==> src/rtl/ps2_pkg.sv <==
// PS/2 set-2 scan codes, receiver states and note-key indices for the piano keyboard front end.
// Constants and a combinational lookup only: no latency, no flow control.
package ps2_pkg;

   localparam logic [0:0] OCIOSO = 1'b0;
   localparam logic [0:0] RECEBE = 1'b1;

   localparam logic [7:0] SC_EXT      = 8'hE0;
   localparam logic [7:0] SC_BRK      = 8'hF0;
   localparam logic [7:0] SC_ENTER    = 8'h5A;
   localparam logic [7:0] SC_DIREITA  = 8'h74;
   localparam logic [7:0] SC_ESQUERDA = 8'h6B;

   localparam logic [7:0] SC_A = 8'h1C;
   localparam logic [7:0] SC_W = 8'h1D;
   localparam logic [7:0] SC_S = 8'h1B;
   localparam logic [7:0] SC_E = 8'h24;
   localparam logic [7:0] SC_D = 8'h23;
   localparam logic [7:0] SC_F = 8'h2B;
   localparam logic [7:0] SC_T = 8'h2C;
   localparam logic [7:0] SC_G = 8'h34;
   localparam logic [7:0] SC_Y = 8'h35;
   localparam logic [7:0] SC_H = 8'h33;
   localparam logic [7:0] SC_U = 8'h3C;
   localparam logic [7:0] SC_J = 8'h3B;
   localparam logic [7:0] SC_K = 8'h42;

   localparam int unsigned N_NOTAS = 13;
   localparam int unsigned TECLA_A = 0;
   localparam int unsigned TECLA_W = 1;
   localparam int unsigned TECLA_S = 2;
   localparam int unsigned TECLA_E = 3;
   localparam int unsigned TECLA_D = 4;
   localparam int unsigned TECLA_F = 5;
   localparam int unsigned TECLA_T = 6;
   localparam int unsigned TECLA_G = 7;
   localparam int unsigned TECLA_Y = 8;
   localparam int unsigned TECLA_H = 9;
   localparam int unsigned TECLA_U = 10;
   localparam int unsigned TECLA_J = 11;
   localparam int unsigned TECLA_K = 12;

   // One-hot note mask for a non-extended code; all zeros when the code is not a note key.
   function automatic logic [N_NOTAS-1:0] nota_mask(input logic [7:0] code);
      logic [N_NOTAS-1:0] m;
      m = '0;
      case (code)
         SC_A:    m[TECLA_A] = 1'b1;
         SC_W:    m[TECLA_W] = 1'b1;
         SC_S:    m[TECLA_S] = 1'b1;
         SC_E:    m[TECLA_E] = 1'b1;
         SC_D:    m[TECLA_D] = 1'b1;
         SC_F:    m[TECLA_F] = 1'b1;
         SC_T:    m[TECLA_T] = 1'b1;
         SC_G:    m[TECLA_G] = 1'b1;
         SC_Y:    m[TECLA_Y] = 1'b1;
         SC_H:    m[TECLA_H] = 1'b1;
         SC_U:    m[TECLA_U] = 1'b1;
         SC_J:    m[TECLA_J] = 1'b1;
         SC_K:    m[TECLA_K] = 1'b1;
         default: m = '0;
      endcase
      return m;
   endfunction

endpackage

==> src/rtl/ps2_receptor.sv <==
// PS/2 frame receiver: 2-flop sync, registered falling-edge detect, 11-bit frame FSM with timeout.
// Byte/error pulses one cycle after the stop-bit edge is detected; no backpressure (pulses are not held).
module ps2_receptor
   import ps2_pkg::*;
#(
   parameter int unsigned TIMEOUT_CYC = 100000
) (
   input  logic       i_clk,
   input  logic       i_rst,
   input  logic       i_ps2_clk,
   input  logic       i_ps2_dat,
   output logic       o_byte_vld,
   output logic [7:0] o_byte,
   output logic       o_erro
);

   localparam int unsigned CW = $clog2(TIMEOUT_CYC + 1);

   logic          r_clk_s1, r_clk_s2, r_clk_d;
   logic          r_dat_s1, r_dat_s2;
   logic          r_fall, r_bit;
   logic [0:0]    r_estado;
   logic [3:0]    r_nbit;
   logic [8:0]    r_shift;
   logic [CW-1:0] r_cnt;
   logic          r_byte_vld, r_erro;
   logic [7:0]    r_byte;
   logic          w_timeout;

   assign w_timeout  = (r_estado == RECEBE) && (r_cnt == CW'(TIMEOUT_CYC - 1));
   assign o_byte_vld = r_byte_vld;
   assign o_byte     = r_byte;
   assign o_erro     = r_erro;

   // Data is registered alongside the edge flag so both describe the same pin sample.
   always_ff @(posedge i_clk or posedge i_rst) begin
      if (i_rst) begin
         r_clk_s1 <= 1'b1;
         r_clk_s2 <= 1'b1;
         r_clk_d  <= 1'b1;
         r_dat_s1 <= 1'b1;
         r_dat_s2 <= 1'b1;
         r_fall   <= 1'b0;
         r_bit    <= 1'b1;
      end else begin
         r_clk_s1 <= i_ps2_clk;
         r_clk_s2 <= r_clk_s1;
         r_clk_d  <= r_clk_s2;
         r_dat_s1 <= i_ps2_dat;
         r_dat_s2 <= r_dat_s1;
         r_fall   <= r_clk_d & ~r_clk_s2;
         r_bit    <= r_dat_s2;
      end
   end

   always_ff @(posedge i_clk or posedge i_rst) begin
      if (i_rst) begin
         r_estado   <= OCIOSO;
         r_nbit     <= 4'd0;
         r_shift    <= 9'd0;
         r_cnt      <= '0;
         r_byte_vld <= 1'b0;
         r_byte     <= 8'd0;
         r_erro     <= 1'b0;
      end else begin
         r_byte_vld <= 1'b0;
         r_erro     <= 1'b0;
         if (r_estado == OCIOSO) begin
            r_cnt <= '0;
            if (r_fall) begin
               if (!r_bit) begin
                  r_estado <= RECEBE;
                  r_nbit   <= 4'd1;
               end else begin
                  r_erro <= 1'b1;
               end
            end
         end else if (r_fall) begin
            r_cnt  <= '0;
            r_nbit <= r_nbit + 4'd1;
            if (r_nbit == 4'd10) begin
               r_estado <= OCIOSO;
               // r_shift holds data[7:0] and parity in bit 8; odd parity means XOR of all nine is 1.
               if (r_bit && (^r_shift)) begin
                  r_byte_vld <= 1'b1;
                  r_byte     <= r_shift[7:0];
               end else begin
                  r_erro <= 1'b1;
               end
            end else begin
               r_shift <= {r_bit, r_shift[8:1]};
            end
         end else if (w_timeout) begin
            r_erro   <= 1'b1;
            r_estado <= OCIOSO;
            r_cnt    <= '0;
         end else begin
            r_cnt <= r_cnt + 1'b1;
         end
      end
   end

endmodule

==> src/rtl/ps2_teclado_piano.sv <==
// PS/2 keyboard front end: decodes set-2 make/break codes into held key levels for the piano datapath.
// Key levels change two cycles after the stop-bit edge is detected; no backpressure, every byte is consumed.
module ps2_teclado_piano
   import ps2_pkg::*;
#(
   parameter int unsigned CLOCK_FREQ       = 50_000_000,
   parameter int unsigned FRAME_TIMEOUT_US = 2000
) (
   input  logic        clock,
   input  logic        reset,
   input  logic        ps2_clk,
   input  logic        ps2_data,
   output logic [12:0] teclas,
   output logic        right_arrow_pressed,
   output logic        left_arrow_pressed,
   output logic        enter_pressed,
   output logic        erro_frame,
   output logic [7:0]  db_scancode
);

   localparam int unsigned TIMEOUT_CYC = CLOCK_FREQ / 1_000_000 * FRAME_TIMEOUT_US;

   logic              w_byte_vld;
   logic [7:0]        w_byte;
   logic              w_erro;
   logic [N_NOTAS-1:0] w_mask;

   logic              r_ext, r_brk;
   logic [N_NOTAS-1:0] r_teclas;
   logic              r_direita, r_esquerda, r_enter;

   ps2_receptor #(
      .TIMEOUT_CYC (TIMEOUT_CYC)
   ) u_receptor (
      .i_clk      (clock),
      .i_rst      (reset),
      .i_ps2_clk  (ps2_clk),
      .i_ps2_dat  (ps2_data),
      .o_byte_vld (w_byte_vld),
      .o_byte     (w_byte),
      .o_erro     (w_erro)
   );

   assign w_mask              = nota_mask(w_byte);
   assign teclas              = r_teclas;
   assign right_arrow_pressed = r_direita;
   assign left_arrow_pressed  = r_esquerda;
   assign enter_pressed       = r_enter;
   assign erro_frame          = w_erro;
   assign db_scancode         = w_byte;

   // Prefix bytes only arm flags; any other byte consumes them, mapped or not.
   always_ff @(posedge clock or posedge reset) begin
      if (reset) begin
         r_ext      <= 1'b0;
         r_brk      <= 1'b0;
         r_teclas   <= '0;
         r_direita  <= 1'b0;
         r_esquerda <= 1'b0;
         r_enter    <= 1'b0;
      end else if (w_byte_vld) begin
         if (w_byte == SC_EXT) begin
            r_ext <= 1'b1;
         end else if (w_byte == SC_BRK) begin
            r_brk <= 1'b1;
         end else begin
            r_ext <= 1'b0;
            r_brk <= 1'b0;
            if (!r_ext) begin
               r_teclas <= r_brk ? (r_teclas & ~w_mask) : (r_teclas | w_mask);
               if (w_byte == SC_ENTER) r_enter <= ~r_brk;
            end else begin
               if (w_byte == SC_DIREITA)  r_direita  <= ~r_brk;
               if (w_byte == SC_ESQUERDA) r_esquerda <= ~r_brk;
               if (w_byte == SC_ENTER)    r_enter    <= ~r_brk;
            end
         end
      end
   end

endmodule

==> config.mk <==
export PLATFORM = sky130hd
export DESIGN_NAME = ps2_teclado_piano
export DESIGN_NICKNAME = d
export VERILOG_FILES = /design/src/rtl/ps2_pkg.sv /design/src/rtl/ps2_receptor.sv /design/src/rtl/ps2_teclado_piano.sv
export SDC_FILE = /design/constraint.sdc
export NUM_CORES = 1
export LEC_CHECK = 0
export BUFFER_PORTS_ARGS = -buffer_cell sky130_fd_sc_hd__buf_2
export CORE_MARGIN = 5
export CORE_UTILIZATION = 40
export CTS_BUF_LIST = sky130_fd_sc_hd__clkbuf_16
export DETAILED_ROUTE_END_ITERATION = 7
export HOLD_SLACK_MARGIN = 0.1
export SLEW_MARGIN = 30
export SYNTH_ARGS = -nofsm -noshare
export SYNTH_HDL_FRONTEND = slang
export SYNTH_SLANG_ARGS = --single-unit
==> constraint.sdc <==
create_clock -name clock -period 2.1 [get_ports clock]
set_clock_uncertainty 0.1 [all_clocks]
set_input_delay 0.105 -clock clock [delete_from_list [all_inputs] [get_ports clock]]
set_output_delay 0.105 -clock clock [all_outputs]
set_load 0.005 [all_outputs]
==> impl_metrics.yaml, run 1 <==
worst_setup_path:
  endpoint_kind: "flop"
  cp-startpoint: "u_receptor.r_shift[6]$_DFFE_PP0P_"
  worstReg2RegStart: "u_receptor.r_shift[6]$_DFFE_PP0P_"
  cp-start-kind: "flop"
  crit_type: "flop to flop"
  cp_max_fo: 9
  cp.arrival_ns: 2.10
  worstPathRequired_ns: 2.20
floorplanning:
  die-width_um: 98.3
  io-pin-count: 29
  die-area_um2: 9660
  core.rowCount: 32
  fp.dieH_um: 98.3
  initial_utilization_pct: 40.8
  coreArea_um2: 7650
yosys:
  ys_seq_elements: 66
  synth_fp_nets: 285
  synth_edf_count: 0
  ys_async_sr_fraction_pct: 100
  synthCells: 278
  ys.flop_type: "dfrtp_1"
  avgSynthCellArea_um2: 11.2
  yosysUniqueCellTypes: 46
  yosysSeqAreaShare_pct: 53.2
  ys_warn_count: 0
  synthesis.area_um2: 3120
sta:
  finalCriticalPeriod_ns: 2.00
  max_freq_mhz: 499
  slew-limit-headroom_pct: 64.1
  worst_pin_slew_ns: 0.539
  fin_setup_tns_ns: 0
  hold_violations: 0
  rsz0062_at_grt: "false"
  setup_ws_ns: 0.0976
  slew_violations: 0
  finalCritPeriodShare_pct: 95.4
  setup_viol: 0
placed_design:
  hpwlAfterDp_mm: 4.14
  io_buffers: 28
  routabilityCongestion: 0.765
  pre_cts_slack_ns: 0.0702
min_path:
  hold_path.startpoint: "u_receptor.r_dat_s2$_DFF_PP1_"
  worst_hold_path_type: "flop to flop"
power_and_ir_drop:
  p_clk_share_pct: 38.3
  comb_power_share_pct: 22.5
  leakage_nw: 1.85
  switching_share_pct: 26.5
  pwr-share-seq_pct: 39.2
  internal_power_mw: 3.20
  switching_power_mw: 1.15
  peakVddDrop_v: 0.000525
  power.density_nw_per_um2: 1130
global_routing:
  grt_overflow: 0
  top_usage_layer: "met2"
  grt_max_degree: 67
  grt_util_met2_pct: 22.0
  grt_pass1_wl_mm: 10.7
  grt_usage_pct: 13.7
  met3_usage_pct: 4.29
  antenna_found_initial: 0
  grt_use_met1_pct: 17.2
  grt_pass1_vias: 2260
cts:
  cts_made_buffers: 9
  clockBufferDepth: 2
  cts_tree: "built"
  cts.htree.levels: 3
  insertion_delay_ns: 0.32
  clkTransAtPathRegs_ns: 0.05
  root_buffer: "clkbuf_16"
  clock-sinks: 66
job:
  cap_violations: 0
drt:
  wl_per_cell_um: 14.1
  drtIter0Drc: 89
  num_vias: 2135
  wirelength_mm: 6.10
  drtAntennaViolNets: 0
  drc_errors: 0
  drtPass1Iterations: 4
  viasPerCell: 4.94
cells_and_area:
  fill_cells: 691
  fin_nets: 332
  area_growth_pct: 23.8
  drive_gt1_share_pct: 26.7
  diodes: 0
status:
  status: "finished clean"
==> power groups by stage <==
stage               clock [mW]  combinational (mW)  sequential (mW)
CTS                       1.71               0.994             1.70
floorplan                    0               0.781             1.66
detailed placement           0               0.978             1.72
global placement             0               0.958             1.71
global route              1.78                1.09             1.74
finish                    1.67               0.979             1.71
==> stage by stage <==
stage	total power, mW	area [µm²]	hold slack, ns	cells	utilization (%)
6_report	4.35	3860	0.254	432	50.5
5_1_grt	4.60	3860	0.262	432	50.5
4_1_cts	4.40	3830	0.255	431	50.1
3_5_place_dp	2.70	3470	0.102	412	45.4
3_3_place_gp	2.67	3470	0.100	412	45.4
2_1_floorplan	2.44	3120	0.00948	278	-
==> cells in the mapped netlist (all sizes together) (4+ instances only) <==
library cell / number / area (µm²)
clkbuf: 6 / 22.5
mux2i: 18 / 193
nor2: 21 / 81.3
nor2b: 5 / 31.3
or4: 4 / 30.0
nand2: 25 / 93.8
xor2: 7 / 61.3
nand3: 9 / 45.0
inv: 22 / 82.6
dfstp: 6 / 158
dfrtp: 60 / 1500
nor3: 4 / 20.0
o21ai: 8 / 40.0
nand4: 10 / 62.6
mux2: 17 / 191
xnor2: 8 / 70.1
==> logic make-up after synthesis <==
logic type	synth area share [%]
muxes	12.3
DFF	53.2
AOI/OAI and AO/OA	4.94
adders and majority gates	1.20
and+or+nand+nor	18.0
buffers and inverters	3.81
xor gates and xnor gates	6.46
==> worst max-delay path, cell delays in order, from the launching register on <==
cell,delay (ns)
dfrtp_1,0.41
xnor2_1,0.25
xnor3_2,0.43
mux2i_4,0.21
buf_12,0.15
mux2_2,0.33
==> per-layer routing <==
metal,vias up,routed length (µm),share of wire [%]
met4,0,94,1.5
met2,27,3000,49
met1,1044,2800,46
li1,1054,-,-
met5,-,0,0
met3,10,199,3.3
==> layout make-up <==
| type | count | area [µm²] | share of cell area (%) |
|---|---|---|---|
| clock buffers | 9 | 225 | 5.83 |
| multi-input cells | 181 | 1340 | 34.8 |
| clock inverters | 7 | 109 | 2.82 |
| flip-flops and latches | 66 | 1660 | 43.0 |
| well taps | 102 | 128 | 3.31 |
| inverters | 22 | 82.6 | 2.14 |
| repair buffers | 45 | 313 | 8.10 |
==> cell usage in the layout, fill, tap and decap left out, types with 3 or more instances in the layout <==
cell,Yosys,routed
mux2_2,17,17
a21oi_1,3,3
bufinv_16,0,3
clkbuf_16,0,9
nand4_1,10,10
clkinv_2,0,3
o21ai_0,8,8
dfstp_2,6,6
nor2_1,20,20
buf_2,2,28
mux2i_1,17,17
nand3_1,9,9
nand3b_1,3,3
dfrtp_1,60,60
nand2_1,25,25
inv_1,22,22
xor2_1,7,7
buf_12,0,3
and3_1,3,3
ha_1,3,3
and4b_1,3,3
xnor2_1,8,8
or4_1,4,4
buf_4,0,11
dlygate4sd3_1,0,3
nor2b_1,5,5
nor3_1,4,4
==> what timing repair did <==
action,in CTS,in global routing
hold endpoints to repair,68,0
hold buffers,3,0
setup buffers,0,1
setup endpoints to repair,0,9
resized for setup,0,1
==> path summary, 6_finish.rpt <==
kind                       slack, ns  cells after the start                          endpoint
max reg2reg                      0.1                      5  u_receptor.o_byte[6]$_DFFE_PP0P_
max in group asynchronous       1.29                      4     u_receptor.r_clk_s2$_DFF_PP1_
max                              0.1                      5  u_receptor.o_byte[6]$_DFFE_PP0P_
min reg2reg                     0.25                      0        u_receptor.r_bit$_DFF_PP1_
min                             0.25                      0        u_receptor.r_bit$_DFF_PP1_
min in group asynchronous       0.30                      4     u_receptor.r_cnt[1]$_DFF_PP0_
Power figures use the tool's default switching activity.
==> run 2: changes to the inputs <==
--- a/config.mk
+++ b/config.mk
@@ -5,6 +5,7 @@
 export SDC_FILE = /design/constraint.sdc
 export NUM_CORES = 1
 export LEC_CHECK = 0
+export ABC_AREA = 1
 export BUFFER_PORTS_ARGS = -buffer_cell sky130_fd_sc_hd__buf_2
 export CORE_MARGIN = 5
 export CORE_UTILIZATION = 40
==> impl_metrics.yaml, run 2 <==
drt:
  drc_errors: 0
  wirelength_mm: 6.45
  drtAntennaViolNets: 0
  num_vias: 2551
  drtIter0Drc: 133
  viasPerCell: 4.86
  drtPass1Iterations: 4
  wl_per_cell_um: 12.3
cts:
  cts_made_buffers: 9
  cts.htree.levels: 3
  clock-sinks: 66
  root_buffer: "clkbuf_16"
  cts_tree: "built"
  clkTransAtPathRegs_ns: 0.06
  insertion_delay_ns: 0.33
  clockBufferDepth: 2
  cts_resized: 0
worst_setup_path:
  worstPathRequired_ns: 2.19
  cp_max_fo: 11
  cp_top_family: "simple AND/OR/NAND/NOR gates"
  worstReg2RegStart: "u_receptor.o_byte[3]$_DFFE_PP0P_"
  r2r_setup_slack_ns: 0.22
  cp_slowest_cell: "dfrtp_1"
  slowest_delay_ns: 0.53
  critPathBufInv: 1
  crit_path_frequent_cell: "nand2_1"
  cp-start-kind: "flop"
  endpoint_kind: "flop"
  cp.arrival_ns: 1.97
  crit_type: "flop to flop"
  r2r_cells: 11
  path_cells: "nor2_1 -> nand2_1 -> nor2_2 -> nand2_1 -> nand2_1 -> nor2_2 -> nand2_1 -> inv_1 -> nand2_1 -> nand2_1 -> o21ai_0"
cells_and_area:
  area_growth_pct: 17.8
  fin_cells: 525
  fin_nets: 425
  seqCellArea_um2: 1660
  final_util_pct: 48.7
  diodes: 0
  multi_input_area_um2: 1340
  layout_commonest_cell: "nand2_1"
  drive_gt1_share_pct: 20.6
  fill_cells: 746
  most-common-layout-cells: "nand2_1, dfrtp_1, inv_1, nor2_1, buf_2"
sta:
  max_freq_mhz: 532
  slew_violations: 0
  fin_setup_tns_ns: 0
  finalCriticalPeriod_ns: 1.88
  setup_viol: 0
  rsz0062_at_grt: "false"
  setup_ws_ns: 0.220
  finalCritPeriodShare_pct: 89.5
  slew-limit-headroom_pct: 62.8
  worst_pin_slew_ns: 0.557
  hold_violations: 0
placed_design:
  pre_cts_slack_ns: 0.245
  io_buffers: 28
  dp.cells: 506
  hpwlAfterDp_mm: 4.56
  routabilityCongestion: 0.815
min_path:
  hold_path.startpoint: "u_receptor.r_dat_s1$_DFF_PP1_"
  holdPathStages: 0
  worst_hold_path_type: "flop to flop"
  min_to: "u_receptor.r_dat_s2$_DFF_PP1_"
global_routing:
  grt_pass1_wl_mm: 11.5
  antenna_found_initial: 0
  grt_max_degree: 42
  grt_pass1_vias: 2473
  grt_overflow: 0
  grt_usage_pct: 14.3
yosys:
  synth_top_area_share_pct: 46.5
  synth_fp_nets: 387
  ys_seq_elements: 66
  synth_top_area_cell: "dfrtp_1"
  synth_top_family_by_area: "simple AND/OR/NAND/NOR gates"
  synthAdderAreaFrac_pct: 1.16
  yosysMostFrequentCell: "nand2_1"
  yosys.area_share.xor_xnor_pct: 1.36
  synthTopCellsByCount: "nand2_1, dfrtp_1, inv_1"
  yosysSeqAreaShare_pct: 51.4
  synthTopCellsByArea: "dfrtp_1, nand2_1, inv_1"
  ys.flop_type: "dfrtp_1"
  synth-compound-area-share_pct: 8.65
  ys_warn_count: 0
  synth_edf_count: 0
  yosys.area_share.simple_pct: 29.6
  ys_async_sr_fraction_pct: 100
  synthesis.area_um2: 3230
  avgSynthCellArea_um2: 8.49
  synthCells: 380
  yosysUniqueCellTypes: 33
  synth_mux_area_share_pct: 0.620
status:
  status: "finished clean"
power_and_ir_drop:
  peakVddDrop_v: 0.000455
  power.density_nw_per_um2: 924
  leakage_nw: 1.88
floorplanning:
  core.rowCount: 32
  coreArea_um2: 7810
  die-area_um2: 9960
  die-width_um: 99.8
  io-pin-count: 29
  initial_utilization_pct: 41.3
  fp.dieH_um: 99.8
job:
  cap_violations: 0
[run 2: kinds of logic (layout without fill, tap and decap cells)]
group,Yosys count,count (layout)
buffers and inverters,57,100
AOI/OAI and AO/OA,48,48
xor gates and xnor gates,5,5
muxes,2,2
DFF,66,66
adders and majority gates,3,3
and+or+nand+nor,199,199
[run 2: worst register-to-register path: cells and delay by family (launching register included)]
| kind | cells | cell delay (ns) |
|---|---|---|
| compound gates | 1 | 0.06 |
| buf+inv | 1 | 0.10 |
| flops | 1 | 0.53 |
| simple gates | 9 | 0.96 |
[run 2: worst max-delay path by stage]
stage	start	endpoint	slack, ns	cells after the start
after floorplan	reset	async pin	0.25	1
after global placement	u_receptor.o_byte[3]$_DFFE_PP0P_	flop	0.28	11
after detailed placement	u_receptor.o_byte[3]$_DFFE_PP0P_	flop	0.25	11
after CTS	u_receptor.o_byte[3]$_DFFE_PP0P_	flop	0.24	11
after global routing	u_receptor.o_byte[3]$_DFFE_PP0P_	flop	0.009	11
final	u_receptor.o_byte[3]$_DFFE_PP0P_	flop	0.22	11
[run 2: cell type report]
class,count,area share [%]
inverter,50,4.94
clock buffer,9,5.92
clock inverter,7,1.61
timing repair buffer,34,5.40
multi-input combinational,257,35.1
sequential,66,43.6
tap,102,3.36
[run 2: per-layer routing]
layer  wire length, µm  GRT usage [%]  part of all wire (%)  vias up
met2              3000           22.8                    47       59
met4               117           5.57                   1.8        0
met5                 0              0                     0        -
met3               339           3.89                   5.3       10
met1              2990           18.6                    46     1186
li1                  -              -                     -     1296
[run 2: through the flow]
| step | hold WS, ns | power (mW) | instance area (µm²) |
|---|---|---|---|
| floorplan | 0.00948 | 1.97 | 3230 |
| global placement | 0.0863 | 2.07 | 3480 |
| detailed placement | 0.0890 | 2.09 | 3480 |
| CTS | 0.256 | 3.55 | 3800 |
| global route | 0.263 | 3.71 | 3800 |
| finish | 0.256 | 3.51 | 3800 |
[run 2: power breakdown]
group	switching [mW]	internal (mW)
Combinational	0.372	0.216
Sequential	0.104	1.38
Clock	0.533	0.905
Total	1.01	2.50
[run 2: timing repair]
action	4_1_cts	5_1_grt
hold buffers	3	0
setup buffers	0	0
endpoints found under the hold margin	26	0
==> run 3: changes to the inputs <==
--- a/config.mk
+++ b/config.mk
@@ -12,6 +12,7 @@
 export CTS_BUF_LIST = sky130_fd_sc_hd__clkbuf_16
 export DETAILED_ROUTE_END_ITERATION = 7
 export HOLD_SLACK_MARGIN = 0.1
+export RECOVER_POWER = 100
 export SLEW_MARGIN = 30
 export SYNTH_ARGS = -nofsm -noshare
 export SYNTH_HDL_FRONTEND = slang
==> impl_metrics.yaml, run 3 (synthesis results as in run 2) <==
status:
  status: "finished clean"
global_routing:
  grt_pass1_wl_mm: 11.5
  grt_overflow: 0
  grt_max_degree: 42
  grt_pass1_vias: 2473
  grt_usage_pct: 14.3
  antenna_found_initial: 0
drt:
  wirelength_mm: 6.49
  drtIter0Drc: 132
  drtAntennaViolNets: 0
  drtPass1Iterations: 4
  num_vias: 2552
  viasPerCell: 4.86
  drc_errors: 0
  wl_per_cell_um: 12.4
floorplanning:
  die-area_um2: 9960
  fp.dieH_um: 99.8
  initial_utilization_pct: 41.3
  coreArea_um2: 7810
  die-width_um: 99.8
  core.rowCount: 32
  io-pin-count: 29
cts:
  clkTransAtPathRegs_ns: 0.06
  cts_tree: "built"
  root_buffer: "clkbuf_16"
  clockBufferDepth: 2
  clock-sinks: 66
  cts_setup_buffers: 0
  cts.htree.levels: 3
  cts_made_buffers: 9
  insertion_delay_ns: 0.33
  cts_resized: 0
sta:
  hold_violations: 0
  slew-limit-headroom_pct: 32.9
  finalCritPeriodShare_pct: 90.5
  rsz0062_at_grt: "false"
  worst_pin_slew_ns: 1.01
  max_freq_mhz: 526
  fin_setup_tns_ns: 0
  slew_violations: 0
  finalCriticalPeriod_ns: 1.90
  setup_viol: 0
power_and_ir_drop:
  pwr-share-seq_pct: 42.6
  comb_power_share_pct: 16.0
  leakage_nw: 1.82
  peakVddDrop_v: 0.000445
  power.density_nw_per_um2: 933
  switching_power_mw: 0.990
  p_clk_share_pct: 41.4
  switching_share_pct: 28.4
  internal_power_mw: 2.49
worst_setup_path:
  critPathBufInv: 1
  cp-start-kind: "flop"
  worstPathRequired_ns: 2.20
  crit_type: "flop to flop"
  rr_endpoint: "u_receptor.r_cnt[5]$_DFF_PP0_"
  cp_max_fo: 8
  path_cells: "ha_1 -> nand3_1 -> nor2_4 -> nand4_1 -> nand3_1 -> clkbuf_1 -> nor2_1"
  endpoint_kind: "flop"
  slowest_delay_ns: 0.38
  worstReg2RegStart: "u_receptor.r_cnt[0]$_DFF_PP0_"
  r2r_cells: 7
  cp-startpoint: "u_receptor.r_cnt[0]$_DFF_PP0_"
  cp.arrival_ns: 2.00
  r2r_setup_slack_ns: 0.20
  cp_slowest_cell: "dfrtp_1"
  crit_path_frequent_cell: "nand3_1"
  cp_top_family: "simple AND/OR/NAND/NOR gates"
  critical_path_depth: 7
min_path:
  holdPathStages: 0
  min_to: "u_receptor.r_dat_s2$_DFF_PP1_"
  worst_hold_path_type: "flop to flop"
  hold_path.startpoint: "u_receptor.r_dat_s1$_DFF_PP1_"
cells_and_area:
  layout_commonest_cell: "nand2_1"
  multi_input_area_um2: 1290
  drive_gt1_share_pct: 13.9
  finalInstanceArea_um2: 3730
  fill_cells: 768
  most-common-layout-cells: "nand2_1, dfrtp_1, inv_1, nor2_1, o21ai_0"
  fin_nets: 425
  seqCellArea_um2: 1660
  diodes: 0
  final_util_pct: 47.8
  area_growth_pct: 15.7
placed_design:
  hpwlAfterDp_mm: 4.56
  routabilityCongestion: 0.815
  placed_cell_area_um2: 3480
  io_buffers: 28
job:
  cap_violations: 0
[run 3: changes by cell type in the layout (fill, tap and decap cells not counted), sizes merged]
cell | before | now
clkbuf | 9 | 23
buf | 31 | 17
[run 3: worst max-delay path by stage]
stage,to,slack (ns)
finish,u_receptor.r_cnt[5]$_DFF_PP0_,0.20
global route,flop,0.007
CTS,flop,0.24
detailed placement,flop,0.25
global placement,flop,0.28
floorplan,async pin,0.25
[run 3: power by group through the flow]
stage | registers, mW | logic, mW | clock network (mW)
after CTS | 1.48 | 0.598 | 1.47
final | 1.48 | 0.557 | 1.44
after floorplan | 1.48 | 0.481 | 0
after global routing | 1.50 | 0.656 | 1.53
after global placement | 1.50 | 0.570 | 0
after detailed placement | 1.51 | 0.588 | 0
[run 3: cell type report]
cell class / instances / area share [%]
clock buffers: 9 / 6.03
clock inverters: 7 / 1.64
inverters: 50 / 5.03
multi-input cells: 257 / 34.5
flip-flops and latches: 66 / 44.5
well taps: 102 / 3.42
repair buffers: 34 / 4.89
[run 3: stage by stage]
stage	hold WS, ns	instances	setup slack [ns]	power, mW
after detailed placement	0.0890	506	0.245	2.09
after floorplan	0.00948	380	0.250	1.97
after CTS	0.256	525	0.235	3.55
after global routing	0.263	525	0.00736	3.68
final	0.256	525	0.200	3.48
after global placement	0.0863	506	0.283	2.07
[run 3: layer usage]
metal | GRT usage (%) | share of wire [%]
met1 | 18.6 | 47
met4 | 5.57 | 1.8
met5 | 0 | 0
met2 | 22.8 | 46
met3 | 3.89 | 5.3
[run 3: repair_timing]
action,in CTS,in global routing
hold buffers,3,0
setup endpoints to repair,0,0
endpoints found under the hold margin,26,0
